$ cat config.mk
export PLATFORM = sky130hd
export DESIGN_NAME = i2c_s_if
export DESIGN_NICKNAME = d
export VERILOG_FILES = /design/src/rtl/i2c_pkg.sv /design/src/rtl/i2c_sync_edge.sv /design/src/rtl/i2c_s_if.sv
export SDC_FILE = /design/constraint.sdc
export NUM_CORES = 1
export LEC_CHECK = 0
export CAP_MARGIN = 30
export CORE_ASPECT_RATIO = 1.1
export CORE_MARGIN = 2
export CORE_UTILIZATION = 50
export CTS_CLUSTER_SIZE = 12
export DETAILED_ROUTE_END_ITERATION = 6
export PLACE_DENSITY = 0.68
export SETUP_SLACK_MARGIN = 0.1
export SLEW_MARGIN = 25
export SYNTH_ARGS = -nofsm -noshare
export SYNTH_HDL_FRONTEND = slang
export SYNTH_SLANG_ARGS = --single-unit
$ cat constraint.sdc
create_clock -name clk -period 4.6 [get_ports clk]
set_input_delay 0.92 -clock clk [delete_from_list [all_inputs] [get_ports clk]]
set_output_delay 0.92 -clock clk [all_outputs]
set_load 0.03 [all_outputs]
$ cat src/rtl/i2c_pkg.sv
// Shared I2C definitions: slave receiver states, bus levels and the bit time
// used by the matching master write interface.
package i2c_pkg;

   typedef enum logic [2:0] {
      ST_IDLE,
      ST_ADDR,
      ST_A_ACK,
      ST_DATA,
      ST_D_ACK,
      ST_D_NACK,
      ST_IGNORE
   } state_e;

   typedef enum logic [1:0] {
      EV_NONE,
      EV_START,
      EV_STOP
   } bus_ev_e;

   localparam logic SDA_ACK = 1'b0;
   localparam logic SDA_REL = 1'b1;

   localparam int unsigned I2C_BIT_CLKS = 125;

   // First received byte lands in the most significant lane.
   function automatic logic [31:0] put_lane(input logic [31:0] word,
                                            input logic [1:0]  idx,
                                            input logic [7:0]  data);
      logic [31:0] res;
      res = word;
      case (idx)
         2'd0:    res[31:24] = data;
         2'd1:    res[23:16] = data;
         2'd2:    res[15:8]  = data;
         default: res[7:0]   = data;
      endcase
      return res;
   endfunction

endpackage

$ cat src/rtl/i2c_sync_edge.sv
// Two-flop synchronizer for an asynchronous pad input, plus a third delayed
// copy that yields single-cycle rise/fall pulses on the synchronized value.
module i2c_sync_edge (
   input  logic clk_i,
   input  logic rstb_i,
   input  logic d_i,
   output logic sync_o,
   output logic rise_o,
   output logic fall_o
);

   logic [2:0] sh_q;

   // Preset high so an idle bus produces no edges when reset is released.
   always_ff @(posedge clk_i or negedge rstb_i) begin
      if (!rstb_i) sh_q <= '1;
      else         sh_q <= {sh_q[1:0], d_i};
   end

   assign sync_o = sh_q[1];
   assign rise_o = sh_q[1] & ~sh_q[2];
   assign fall_o = ~sh_q[1] & sh_q[2];

endmodule

$ cat src/rtl/i2c_s_if.sv
// I2C slave write receiver: matches a 7-bit address, ACKs up to P_MAX_BYTES
// data bytes and hands them over as one 32-bit word on STOP or repeated START.
module i2c_s_if
   import i2c_pkg::*;
#(
   parameter logic [11:0] P_HOLD_CNT  = 12'd10,
   parameter logic [2:0]  P_MAX_BYTES = 3'd4
) (
   input  logic        clk,
   input  logic        rstb,
   input  logic        scl_i,
   input  logic        sda_i,
   output logic        sda_o,
   input  logic [6:0]  own_adr,
   output logic [31:0] rx_data,
   output logic [2:0]  rx_bytes,
   output logic        rx_valid,
   output logic        busy
);

   logic scl_s, scl_rise, scl_fall;
   logic sda_s, sda_rise, sda_fall;

   i2c_sync_edge u_scl (
      .clk_i (clk),  .rstb_i(rstb), .d_i(scl_i),
      .sync_o(scl_s), .rise_o(scl_rise), .fall_o(scl_fall)
   );

   i2c_sync_edge u_sda (
      .clk_i (clk),  .rstb_i(rstb), .d_i(sda_i),
      .sync_o(sda_s), .rise_o(sda_rise), .fall_o(sda_fall)
   );

   state_e      state_q;
   logic [2:0]  bit_cnt_q;
   logic [7:0]  shreg_q;
   logic [2:0]  byte_cnt_q;
   logic [31:0] data_q;
   logic        fall_seen_q;
   logic [11:0] hold_cnt_q;
   logic        sda_o_q;
   logic        busy_q;
   logic        rx_valid_q;
   logic [31:0] rx_data_q;
   logic [2:0]  rx_bytes_q;

   bus_ev_e     bus_ev_d;
   logic [7:0]  rx_byte_d;
   logic        hold_hit_d;

   always_comb begin
      bus_ev_d = EV_NONE;
      if (scl_s && sda_fall)      bus_ev_d = EV_START;
      else if (scl_s && sda_rise) bus_ev_d = EV_STOP;
   end

   assign rx_byte_d  = {shreg_q[6:0], sda_s};
   assign hold_hit_d = (hold_cnt_q == P_HOLD_CNT);

   always_ff @(posedge clk or negedge rstb) begin
      if (!rstb) begin
         state_q     <= ST_IDLE;
         bit_cnt_q   <= '0;
         shreg_q     <= '0;
         byte_cnt_q  <= '0;
         data_q      <= '0;
         fall_seen_q <= 1'b0;
         hold_cnt_q  <= '0;
         sda_o_q     <= SDA_REL;
         busy_q      <= 1'b0;
         rx_valid_q  <= 1'b0;
         rx_data_q   <= '0;
         rx_bytes_q  <= '0;
      end else begin
         rx_valid_q <= 1'b0;

         // Hold counter: 0 = idle, restarted by every SCL fall, hit at P_HOLD_CNT.
         if (scl_fall)               hold_cnt_q <= 12'd1;
         else if (hold_hit_d)        hold_cnt_q <= '0;
         else if (hold_cnt_q != '0)  hold_cnt_q <= hold_cnt_q + 12'd1;

         if (bus_ev_d != EV_NONE) begin
            if (busy_q && byte_cnt_q != '0) begin
               rx_data_q  <= data_q;
               rx_bytes_q <= byte_cnt_q;
               rx_valid_q <= 1'b1;
            end
            busy_q      <= 1'b0;
            sda_o_q     <= SDA_REL;
            bit_cnt_q   <= '0;
            byte_cnt_q  <= '0;
            data_q      <= '0;
            fall_seen_q <= 1'b0;
            state_q     <= (bus_ev_d == EV_START) ? ST_ADDR : ST_IDLE;
         end else begin
            case (state_q)
               ST_ADDR: if (scl_rise) begin
                  shreg_q   <= rx_byte_d;
                  bit_cnt_q <= bit_cnt_q + 3'd1;
                  if (bit_cnt_q == 3'd7) begin
                     if (rx_byte_d[7:1] == own_adr && !rx_byte_d[0]) begin
                        state_q <= ST_A_ACK;
                        busy_q  <= 1'b1;
                     end else begin
                        state_q <= ST_IGNORE;
                     end
                  end
               end
               // First hold point (after 8th fall) drives ACK, second releases it.
               ST_A_ACK, ST_D_ACK: if (hold_hit_d) begin
                  if (!fall_seen_q) begin
                     sda_o_q     <= SDA_ACK;
                     fall_seen_q <= 1'b1;
                  end else begin
                     sda_o_q     <= SDA_REL;
                     fall_seen_q <= 1'b0;
                     state_q     <= ST_DATA;
                  end
               end
               ST_DATA: if (scl_rise) begin
                  shreg_q   <= rx_byte_d;
                  bit_cnt_q <= bit_cnt_q + 3'd1;
                  if (bit_cnt_q == 3'd7) begin
                     if (byte_cnt_q < P_MAX_BYTES) begin
                        data_q     <= put_lane(data_q, byte_cnt_q[1:0], rx_byte_d);
                        byte_cnt_q <= byte_cnt_q + 3'd1;
                        state_q    <= ST_D_ACK;
                     end else begin
                        state_q <= ST_D_NACK;
                     end
                  end
               end
               ST_D_NACK: if (scl_fall) begin
                  if (!fall_seen_q) begin
                     fall_seen_q <= 1'b1;
                  end else begin
                     fall_seen_q <= 1'b0;
                     state_q     <= ST_IGNORE;
                  end
               end
               ST_IDLE, ST_IGNORE: sda_o_q <= SDA_REL;
               default:            state_q <= ST_IDLE;
            endcase
         end
      end
   end

   assign sda_o    = sda_o_q;
   assign busy     = busy_q;
   assign rx_valid = rx_valid_q;
   assign rx_data  = rx_data_q;
   assign rx_bytes = rx_bytes_q;

endmodule
# --- Word level (Yosys, flattened, before mapping) ---
# Cells that the tools add are included.
totals:
  register_bits: 105
  in_bits: 11
  output_inout_bits: 38
  elab_cells: 142
classes:
  add_sub_neg: 3
  magnitude_cmp: 1
  eq_ne: 22
  muxes: 51
  n_bitwise: 9
  n_reduce_logical: 39
ops:
  columns: ["cell", "n"]
  rows:
  - ["$mux W32", 5]
  - ["$mux W3", 18]
  - ["$mux W12", 3]
  - ["$mux W8", 4]
  - ["$ne A3 B3 Y1 const B", 8]
  - ["$reduce_bool A2 Y1", 11]
  - ["$reduce_and A5 Y1", 4]
  - ["$mux W1", 16]
  - ["$pmux W3 S5", 1]
  - ["$add A12 B1 Y12 const B", 1]
  - ["$eq A12 B4 Y1 const B", 1]
  - ["$eq A3 B3 Y1 const B", 4]
  - ["$reduce_bool A12 Y1", 1]
  - ["$reduce_bool A3 Y1", 4]
  - ["$reduce_and A9 Y1", 1]
  - ["$reduce_and A4 Y1", 2]
  - ["$eq A7 B7 Y1", 1]
  - ["$add A3 B1 Y3 const B", 2]
  - ["$eq A3 B2 Y1 const B", 2]
  - ["$reduce_and A2 Y1", 3]
  - ["$reduce_and A3 Y1", 2]
  - ["$reduce_or A2 Y1", 3]
  - ["$not A1 Y1", 5]
  - ["$and A1 B1 Y1", 4]
  - ["other kinds (13)", 19]

# --- Logic depth before layout (Yosys ltp) ---
# Gate-level depths: netlist of the first run.
logic_depth:
  depth_word: 8
  mapped_depth: 7
  mapped_depth_nobuf: 7

# --- Cells and area by module ---
# From an unflattened synthesis of the first run, not the netlist that was laid out.
hier_totals:
  cells_unflattened: 385
  hier_area_um2: 4483.0
by_module_without_submodules:
  columns: ["mod", "instances", "cells_each", "area_each_um2"]
  rows:
  - ["i2c_s_if", 1, 375, 4295.4]
  - ["i2c_sync_edge", 2, 5, 93.8]

# --- Worst setup path after synthesis of the first run ---
# OpenSTA, ideal clock, no wires.
synth_path:
  path_type: "input -> register"
  from: "in own_adr[1]"
  to: "reg state_q[2]"
  arrival_time_ns: 1.878
  setup_slack_ns: 2.601
  cell_stages: 5
  n_path_buf: 0
  cell_sequence: "xor2_1 or3_1 nor4_1 nor2_1 a22o_1"
synth_via:
  elab_chain_cells: 7
synth_lines:
  columns: ["item", "line", "rtl"]
  rows:
  - ["start, declared", "i2c_s_if.sv:14", "input logic [6:0] own_adr,"]
  - ["$eq A7 B7 Y1", "i2c_s_if.sv:101", "if (rx_byte_d[7:1] == own_adr && !rx_byte_d[0]) begin"]
  - ["$logic_and A1 B1 Y1", "i2c_s_if.sv:101", null]
  - ["$mux W3", "i2c_s_if.sv:101", null]
  - ["$mux W3", "i2c_s_if.sv:100", "if (bit_cnt_q == 3'd7) begin"]
  - ["$mux W3", "i2c_s_if.sv:97", "ST_ADDR: if (scl_rise) begin"]
  - ["$pmux W3 S5", "i2c_s_if.sv:96", "case (state_q)"]
  - ["$mux W3", "i2c_s_if.sv:82", "if (bus_ev_d != EV_NONE) begin"]
  - ["end signal, assigned", "i2c_s_if.sv:94", "state_q <= (bus_ev_d == EV_START) ? ST_ADDR : ST_IDLE;"]
  - ["end, declared", "i2c_s_if.sv:34", "state_e state_q;"]
# No other way between the ends. The select of a mux whose other input is x is not followed.
# A chain may end at the register's enable or synchronous reset.

# --- Final worst setup path of the first run ---
layout_path:
  from: "reg u_sda.sh_q[1]"
  to: "reg rx_data_q[26] (netlist: rx_data[26])"
layout_via:
  elab_chain_cells: 6
  word_cells_on_any_way: 9
  cone_classes: "mux (2); bitwise (3); reduce/logical (4)"
layout_lines:
  columns: ["item", "line", "rtl"]
  rows:
  - ["start, declared", "i2c_sync_edge.sv:12", "logic [2:0] sh_q;"]
  - ["start signal, assigned", "i2c_sync_edge.sv:17", "else sh_q <= {sh_q[1:0], d_i};"]
  - ["$and A1 B1 Y1 or $not A1 Y1 (tied branches)", "i2c_sync_edge.sv:21, i2c_sync_edge.sv:22", null]
  - ["$logic_and A1 B1 Y1 or $and A1 B1 Y1 (tied branches)", "i2c_s_if.sv:54, i2c_sync_edge.sv:22", null]
  - ["$mux W2 or $logic_and A1 B1 Y1 (tied branches)", "i2c_s_if.sv:54, i2c_s_if.sv:53", null]
  - ["$mux W2 (*)", "i2c_s_if.sv:53", "if (scl_s && sda_fall) bus_ev_d = EV_START;"]
  - ["$reduce_bool A2 Y1 (*)", "i2c_s_if.sv:82", null]
  - ["$reduce_and A2 Y1 (no line) (*)", null, null]
  - ["end signal, assigned", "i2c_s_if.sv:84", "rx_data_q <= data_q;"]
  - ["end, declared", "i2c_s_if.sv:44", "logic [31:0] rx_data_q;"]
# Every way passes the cells marked *; elsewhere a longest branch is shown, timed or not.

==> results of run 1 <==
-- flip-flops by register name, summed over array words and instances (netlist names) --
| name | flops |
|---|---|
| byte_cnt_q | 3 |
| busy | 1 |
| rx_data | 32 |
| fall_seen_q | 1 |
| sda_o | 1 |
| data_q | 32 |
| u_scl.sh_q | 3 |
| hold_cnt_q | 12 |
| rx_bytes | 3 |
| state_q | 3 |
| bit_cnt_q | 3 |
| u_sda.sh_q | 3 |
| shreg_q | 7 |
| rx_valid | 1 |
-- routing by layer --
layer  track usage, %  wire [µm]
met2             29.2       4200
met3             4.22        304
met4             4.39         74
met5                0          0
met1             24.0       3750
-- worst max-delay path, cell delays in order (launching register included) --
cell and delay (ns):
dfstp_2 0.58, xor2_1 0.26, and2_1 0.65, nand3_4 0.65
mux2_4 0.50
-- path summary, 6_finish.rpt --
kind	start	to	cells past startpoint
hold reg to reg	u_scl.sh_q[0]	u_scl.sh_q[1]	0
setup / recovery	u_sda.sh_q[1]	rx_data[26]	4
hold / removal	u_scl.sh_q[0]	u_scl.sh_q[1]	0
setup reg to reg	u_sda.sh_q[1]	rx_data[26]	4
max in group asynchronous	rstb	u_scl.sh_q[2]	3
min in group asynchronous	rstb	rx_data[8]	1
-- per-stage QoR --
stage | cells | setup slack [ns] | area [µm²] | hold WS [ns]
4_1_cts | 521 | 1.77 | 5450 | 0.364
5_1_grt | 521 | 1.61 | 5450 | 0.372
6_report | 521 | 1.82 | 5450 | 0.362
3_3_place_gp | 504 | 1.90 | 5230 | 0.346
3_5_place_dp | 505 | 1.80 | 5250 | 0.347
2_1_floorplan | 350 | 2.60 | 4680 | 0.345
-- cell usage after synthesis (2+ instances only) --
cell type and count:
a21oi_1 6, a21oi_2 5, a31oi_1 2, a32o_1 2, and2_1 10, buf_2 4, buf_6 4, clkbuf_1 4
dfrtp_1 98, dfstp_2 7, ha_1 9, inv_1 9, mux2_2 47, mux2_4 25, mux2i_1 4, nand2_1 16
nand2b_1 5, nand3_1 6, nand4_1 3, nor2_1 27, nor3_1 2, nor4_1 2, o21ai_0 9, or3_1 2
xnor2_1 11, xor2_1 9
-- cell type report --
| class | count | area [µm²] |
|---|---|---|
| clock buffer | 9 | 124 |
| inverter | 9 | 33.8 |
| sequential | 105 | 2640 |
| tap | 117 | 146 |
| fill | 743 | 3770 |
| clock inverter | 7 | 72.6 |
| multi-input combinational | 224 | 1930 |
| timing repair buffer | 50 | 505 |
-- cells by family (layout without fill, tap and decap cells) --
logic type / after synthesis / after routing / share of synthesized area [%]
flops: 105 / 105 / 56.4
simple gates: 88 / 88 / 10.4
mux: 76 / 76 / 20.2
compound gates: 31 / 31 / 4.44
buf+inv: 21 / 75 / 2.43
xor+xnor: 20 / 20 / 3.74
fa+ha+maj: 9 / 9 / 2.41
-- power by group through the flow --
stage	clock network (µW)	logic (µW)	registers, µW
CTS	577	400	1150
global route	624	447	1170
detailed placement	0	398	1170
finish	559	396	1150
global placement	0	387	1170
floorplan	0	334	1120
==> run summary, run 1 <==
Die area: 10100 µm²
DR pass1 iterations: 4
Seq/Total Area, Yosys: 56.4%
First-pass GRT wire length: 13900 µm
Syn Std Cell Area: 4680 µm²
Crit start category: flip-flop
Critical Path AT: 3.04 ns
Vias in the first global route: 2749
Largest net degree at the start of global routing: 47
PwrDens: 387 nW/µm²
Synth top area share: 52.4%
Fin Setup TNS: 0 ns
Via-per-instance ratio: 5.24
P_sw: 655 µW
Clk pwr share: 26.5%
Mapped Nets: 370
Switching Fraction: 31.0%
Routed Antenna Nets: 0
Layout area overhead: 16.4%
Setup violators final: 0
Final Hold Viols: 0
Ys async rst share: 100%
Most frequent cells in the layout: dfrtp_1, mux2_2, clkdlybuf4s50_1
GP Congestion: 0.829
Worst skew pair latency: 0.37 ns
DRC: 0
Cell variety after synth: 48
Comb power frac: 18.8%
CTS Sinks: 105
Vias: 2731
Final min period: 2.78 ns
LEAKAGE: 0.00260 µW
Ant. Diodes: 0
Max_cap viols: 0
Die H: 105 µm
Core area: 9210 µm²
# port buffers: 48
Ys Warns: 0
Part of the power in registers: 54.7%
Top post-synthesis cells by area: dfrtp_1, mux2_2, mux2_4
Register-to-register path setup slack: 1.82 ns
Total track usage: 17.9%
Max VDD drop: 223 µV
CP Max Fanout: 37
Outcome: finished, final reports clean
Ports: 49
Relative slew slack: 51.8%
Worst Skew: 0.0127 ns
Initial DRC Count: 106
CTS buffer count: 9
CTS root buf: clkbuf_8
Cts hold-fix bufs: 0
Pwr Total: 2110 µW
Critical path type: reg -> reg
Fin nets: 419
GR Overflow Total: 0
Starting density of the core: 50.8%
Most used DFF post-synth: dfrtp_1
H-tree Lvls: 3
CTS tree: yes
Initial antenna violation count: 0
Critical Path RT: 4.85 ns
# resized after CTS: 0
#FFs+latches synth: 105
Synth Instances: 350
Final period util: 60.5%
Core Util, Final: 59.1%
Total wire length: 8330 µm
Syn_area_per_cell: 13.4 µm²
Num rows: 37
Crit end category: flip-flop
Slew @ Worst Pin: 0.723 ns
Internal: 1450 µW
F_max: 0.359 GHz
Half-perimeter wire length after placement: 5900 µm
Commonest non-fill, non-tap cell in the layout: dfrtp_1
Min-delay worst type: reg -> reg
Synth area leader: dfrtp_1
RSZ-0062 raised after global routing: false
Clk buf depth: 2
Layout cells sized above 1: 27.2%
Wirelength per Cell: 16.0 µm
Worst-path clk slew: 0.11 ns
Die span in x: 96.2 µm
Fin. max-slew vios: 0
Post-synth EDFFs: 0
Postcts setup bufs: 0
No activity file was read; power rests on OpenSTA's default activity.
==> run 2, diff against run 1 <==
- clock period: 4.6 -> 2.6 ns (I/O delays scaled with it)
==> run summary, run 2 (synthesized netlist as in run 1, its figures left out) <==
Num rows: 37 (unchanged)
Initial antenna violation count: 0 (unchanged)
Crit end category: flip-flop
Final min period: 2.19 ns (-0.590 ns)
CP Cell Sequence: xor2_1 > and2_1 > nand3_4 > buf_4 > mux2_4
Routed Antenna Nets: 0 (unchanged)
Placed Instances: 509 (+0.79%)
First-pass GRT wire length: 14000 µm (+0.55%)
Critical Path RT: 2.86 ns (-1.99 ns)
Layout cells sized above 1: 27.9% (+0.71 points)
CTS buffer count: 9 (unchanged)
Crit start category: flip-flop
Crit-path slowest cell: dfstp_2
Worst skew pair latency: 0.37 ns (about the same)
H-tree Lvls: 3 (unchanged)
Max_cap viols: 0 (unchanged)
Design area: 5500 µm² (+0.96%)
# resized after CTS: 0 (unchanged)
Final period util: 84.3% (+24 points)
GR Overflow Total: 0 (unchanged)
Final Hold Viols: 0 (unchanged)
# port buffers: 48 (unchanged)
Critical path type: reg -> reg
Internal: 2670 µW (+84%)
Min-delay worst type: in -> async
Worst path buffer plus inverter count: 1 (+1)
CTS Sinks: 105 (unchanged)
DRC: 0 (unchanged)
Worst Skew: 0.0106 ns (-0.00218 ns)
Setup violators final: 0 (unchanged)
Ports: 49 (unchanged)
Part of the power in registers: 53.4% (-1.3 points)
Vias: 2778 (+1.7%)
CP Max Fanout: 37 (unchanged)
Fin nets: 423 (+0.95%)
Pre-CTS setup slack: 0.345 ns (-1.45 ns)
Worst-path clk slew: 0.10 ns (about the same)
PwrDens: 697 nW/µm² (+80%)
Fin Setup TNS: 0 ns (unchanged)
Die H: 105 µm (unchanged)
Max VDD drop: 487 µV (+120%)
CP top delay family: flip-flops
Outcome: finished, final reports clean
GP Congestion: 0.807 (-2.7%)
Fin. max-slew vios: 0 (unchanged)
DR pass1 iterations: 4 (unchanged)
Core area: 9210 µm² (unchanged)
CTS tree: yes
Post-route insts no fill: 525 (+0.77%)
Postcts setup bufs: 0 (unchanged)
Cts hold-fix bufs: 0 (unchanged)
LEAKAGE: 0.00263 µW (+1.3%)
Wirelength per Cell: 15.9 µm (-0.38%)
Critical Path AT: 2.46 ns (-0.58 ns)
Half-perimeter wire length after placement: 5940 µm (+0.77%)
Die span in x: 96.2 µm (unchanged)
Ant. Diodes: 0 (unchanged)
RSZ-0062 raised after global routing: false
Vias in the first global route: 2849 (+3.6%)
Max incr delay on CP: 0.57 ns (-0.08 ns)
Clk pwr share: 28.1% (+1.6 points)
Initial DRC Count: 68 (-36%)
Total wire length: 8360 µm (+0.38%)
Multi-input gate area: 1930 µm² (unchanged)
CTS root buf: clkbuf_8
Area post-placement: 5280 µm² (+0.57%)
Largest net degree at the start of global routing: 45 (-4.3%)
Comb power frac: 18.4% (-0.4 points)
Most frequent cells in the layout: dfrtp_1, mux2_2, clkdlybuf4s50_1
Via-per-instance ratio: 5.29 (+0.95%)
Switching Fraction: 30.3% (-0.77 points)
Final WS setup: 0.408 ns (-1.41 ns)
P_sw: 1160 µW (+77%)
Relative slew slack: 60.5% (+8.7 points)
# fillers: 752 (+1.2%)
Register area: 2640 µm² (unchanged)
Commonest non-fill, non-tap cell in the layout: dfrtp_1
Starting density of the core: 50.8% (unchanged)
Total track usage: 17.9% (+0.037 points)
Die area: 10100 µm² (unchanged)
Core Util, Final: 59.7% (+0.57 points)
F_max: 0.456 GHz (+27%)
Slew @ Worst Pin: 0.593 ns (-0.131 ns)
Clk buf depth: 2 (unchanged)
Layout area overhead: 17.5%
-- run 2: path summary, 6_finish.rpt --
path	cells after the start	to	slack [ns]	start
min in group clk	0	u_sda.sh_q[1]	0.36	u_sda.sh_q[0]
max reg2reg	5	rx_data[26]	0.41	u_sda.sh_q[1]
max	5	rx_data[26]	0.41	u_sda.sh_q[1]
min	1	rx_data[8]	0.14	rstb
min reg2reg	0	u_sda.sh_q[1]	0.36	u_sda.sh_q[0]
max in group asynchronous	2	rx_data[13]	1.72	rstb
-- run 2: per-layer routing --
layer	vias to the layer above	wire length, µm	GRT usage (%)
met5	-	0	0
met4	0	116	6.43
met3	9	255	3.79
met2	46	4130	27.9
met1	1402	3860	24.7
li1	1321	-	-
-- run 2: cell type report --
cell class | count | share of cell area [%]
sequential | 105 | 47.9
multi-input combinational | 224 | 35.1
timing repair buffer | 54 | 9.74
tap | 117 | 2.66
clock buffer | 9 | 2.25
clock inverter | 7 | 1.73
inverter | 9 | 0.614
-- run 2: per-stage QoR --
| stage | total power [µW] | hold slack, ns |
|---|---|---|
| after floorplan | 2570 | 0.224 |
| after global placement | 2760 | 0.347 |
| after detailed placement | 2800 | 0.347 |
| after CTS | 3880 | 0.156 |
| after global routing | 4080 | 0.167 |
| final | 3830 | 0.140 |
-- run 2: power groups by stage --
stage          Clock (µW)  Sequential, µW  Combinational (µW)
3_5_place_dp            0            2080                 716
4_1_cts              1110            2050                 719
3_3_place_gp            0            2070                 686
2_1_floorplan           0            1980                 590
5_1_grt              1190            2080                 803
6_report             1080            2050                 706
==> run 3, diff against run 2 <==
- clock period: 2.6 -> 2.25 ns (I/O delays scaled with it)
==> run summary, run 3 (synthesized netlist as in run 1, its figures left out) <==
Final period util: 90.9% (+6.6 points)
Critical Path RT: 2.50 ns (-0.36 ns)
Switching Fraction: 30.6% (+0.36 points)
# port buffers: 48 (unchanged)
Post-route insts no fill: 534 (+1.7%)
# fillers: 753 (+0.13%)
Critical path type: reg -> reg
CTS tree: yes
Clk pwr share: 25.8% (-2.3 points)
Fin. max-slew vios: 0 (unchanged)
PwrDens: 776 nW/µm² (+11%)
Layout area overhead: 18.9%
Slew @ Worst Pin: 0.518 ns (-0.0743 ns)
Postcts setup bufs: 0 (unchanged)
Multi-input gate area: 1940 µm² (+0.65%)
Core Util, Final: 60.4% (+0.69 points)
Commonest non-fill, non-tap cell in the layout: dfrtp_1
RSZ-0062 raised after global routing: false
Fin nets: 432 (+2.1%)
First-pass GRT wire length: 13700 µm (-1.9%)
Relative slew slack: 65.4% (+5.0 points)
Num rows: 37 (unchanged)
Routed Antenna Nets: 0 (unchanged)
Comb power frac: 19.9% (+1.5 points)
DR pass1 iterations: 4 (unchanged)
Largest net degree at the start of global routing: 41 (-8.9%)
Vias in the first global route: 2764 (-3.0%)
Most frequent cells in the layout: dfrtp_1, mux2_2, clkdlybuf4s50_1
CTS buffer count: 9 (unchanged)
Half-perimeter wire length after placement: 5830 µm (-1.9%)
Register-to-register path setup slack: 0.20 ns (-0.20 ns)
Outcome: finished, final reports clean
Placed Instances: 518 (+1.8%)
Starting density of the core: 50.8% (unchanged)
Max VDD drop: 489 µV (+0.48%)
GR Overflow Total: 0 (unchanged)
Crit start category: flip-flop
Ports: 49 (unchanged)
Max_cap viols: 0 (unchanged)
Initial antenna violation count: 0 (unchanged)
Vias: 2781 (+0.11%)
CTS Sinks: 105 (unchanged)
Critical Path AT: 2.30 ns (-0.16 ns)
Layout cells sized above 1: 29.5% (+1.6 points)
Crit end category: flip-flop
Register area: 2640 µm² (unchanged)
CP Max Fanout: 8 (-78%)
Final min period: 2.05 ns (-0.146 ns)
GP Congestion: 0.850 (+5.4%)
H-tree Lvls: 3 (unchanged)
Worst-path clk slew: 0.11 ns (about the same)
Fin Setup TNS: 0 ns (unchanged)
LEAKAGE: 0.00266 µW (+1.3%)
Worst-case reg-to-reg path depth: 8 (+3)
# resized after CTS: 0 (unchanged)
Clk buf depth: 2 (unchanged)
Final Hold Viols: 0 (unchanged)
Initial DRC Count: 71 (+4.4%)
Via-per-instance ratio: 5.21 (-1.6%)
Ant. Diodes: 0 (unchanged)
Worst skew pair latency: 0.37 ns (about the same)
Total track usage: 17.5% (-0.44 points)
Die H: 105 µm (unchanged)
Worst Skew: 0.0157 ns (+0.00514 ns)
DRC: 0 (unchanged)
Core area: 9210 µm² (unchanged)
Min-delay worst type: in -> async
Wirelength per Cell: 15.1 µm (-5.0%)
P_sw: 1320 µW (+14%)
Die area: 10100 µm² (unchanged)
Die span in x: 96.2 µm (unchanged)
CTS root buf: clkbuf_8
Setup violators final: 0 (unchanged)
Part of the power in registers: 54.3% (+0.9 points)
Cts hold-fix bufs: 0 (unchanged)
F_max: 0.489 GHz (+7.2%)
Total wire length: 8080 µm (-3.4%)
Internal: 3000 µW (+12%)
run 3: cell types whose count changed in the layout (fill, tap and decap cells not counted), sizes merged:
cell,previous run,this run
clkinv,3,4
bufinv,1,0
clkbuf,9,10
buf,7,16
inv,12,11
run 3: layout make-up:
| type | instances | area share, % |
|---|---|---|
| repair buffers | 63 | 11.1 |
| flip-flops and latches | 105 | 47.4 |
| multi-input cells | 224 | 34.9 |
| inverters | 9 | 0.607 |
| well taps | 117 | 2.63 |
| clock inverters | 6 | 1.12 |
| clock buffers | 10 | 2.29 |
run 3: per-layer routing:
metal	wire length [µm]	GRT usage, %	part of all wire, %	vias to the layer above
li1	-	-	-	1337
met1	3830	24.6	47	1399
met2	3970	26.6	49	38
met3	220	4.15	2.7	7
met4	67	5.71	0.83	0
met5	0	0	0	-
run 3: worst paths after layout:
check,startpoint,end
max in group asynchronous,rstb,u_sda.sh_q[2]
min in group clk,u_scl.sh_q[0],u_scl.sh_q[1]
worst max register to register,bit_cnt_q[0],data_q[9]
worst min register to register,u_scl.sh_q[0],u_scl.sh_q[1]
worst min-delay path,rstb,rx_data[10]
worst max-delay path,bit_cnt_q[0],data_q[9]
run 3: power groups by stage:
stage	combinational (µW)	sequential [µW]	clock, µW
after floorplan	682	2290	0
after global placement	841	2380	0
after detailed placement	867	2390	0
after CTS	870	2350	1150
after global routing	967	2390	1230
final	858	2350	1110
run 3: through the flow:
step	setup slack (ns)	power, µW	hold slack [ns]	area, µm²
5_1_grt	0.107	4580	0.0539	5560
6_report	0.205	4320	0.0373	5560
3_5_place_dp	0.115	3250	0.347	5360
2_1_floorplan	0.319	2970	0.154	4680
4_1_cts	0.201	4360	0.0427	5550
3_3_place_gp	0.200	3220	0.347	5360
run 3: critical path: stages, from the launching register on:
cell	delay (ns)
dfrtp_1	0.41
ha_1	0.21
ha_1	0.18
and3b_2	0.24
nand3_1	0.14
nor2_4	0.08
a21oi_2	0.14
buf_4	0.18
mux2_2	0.34
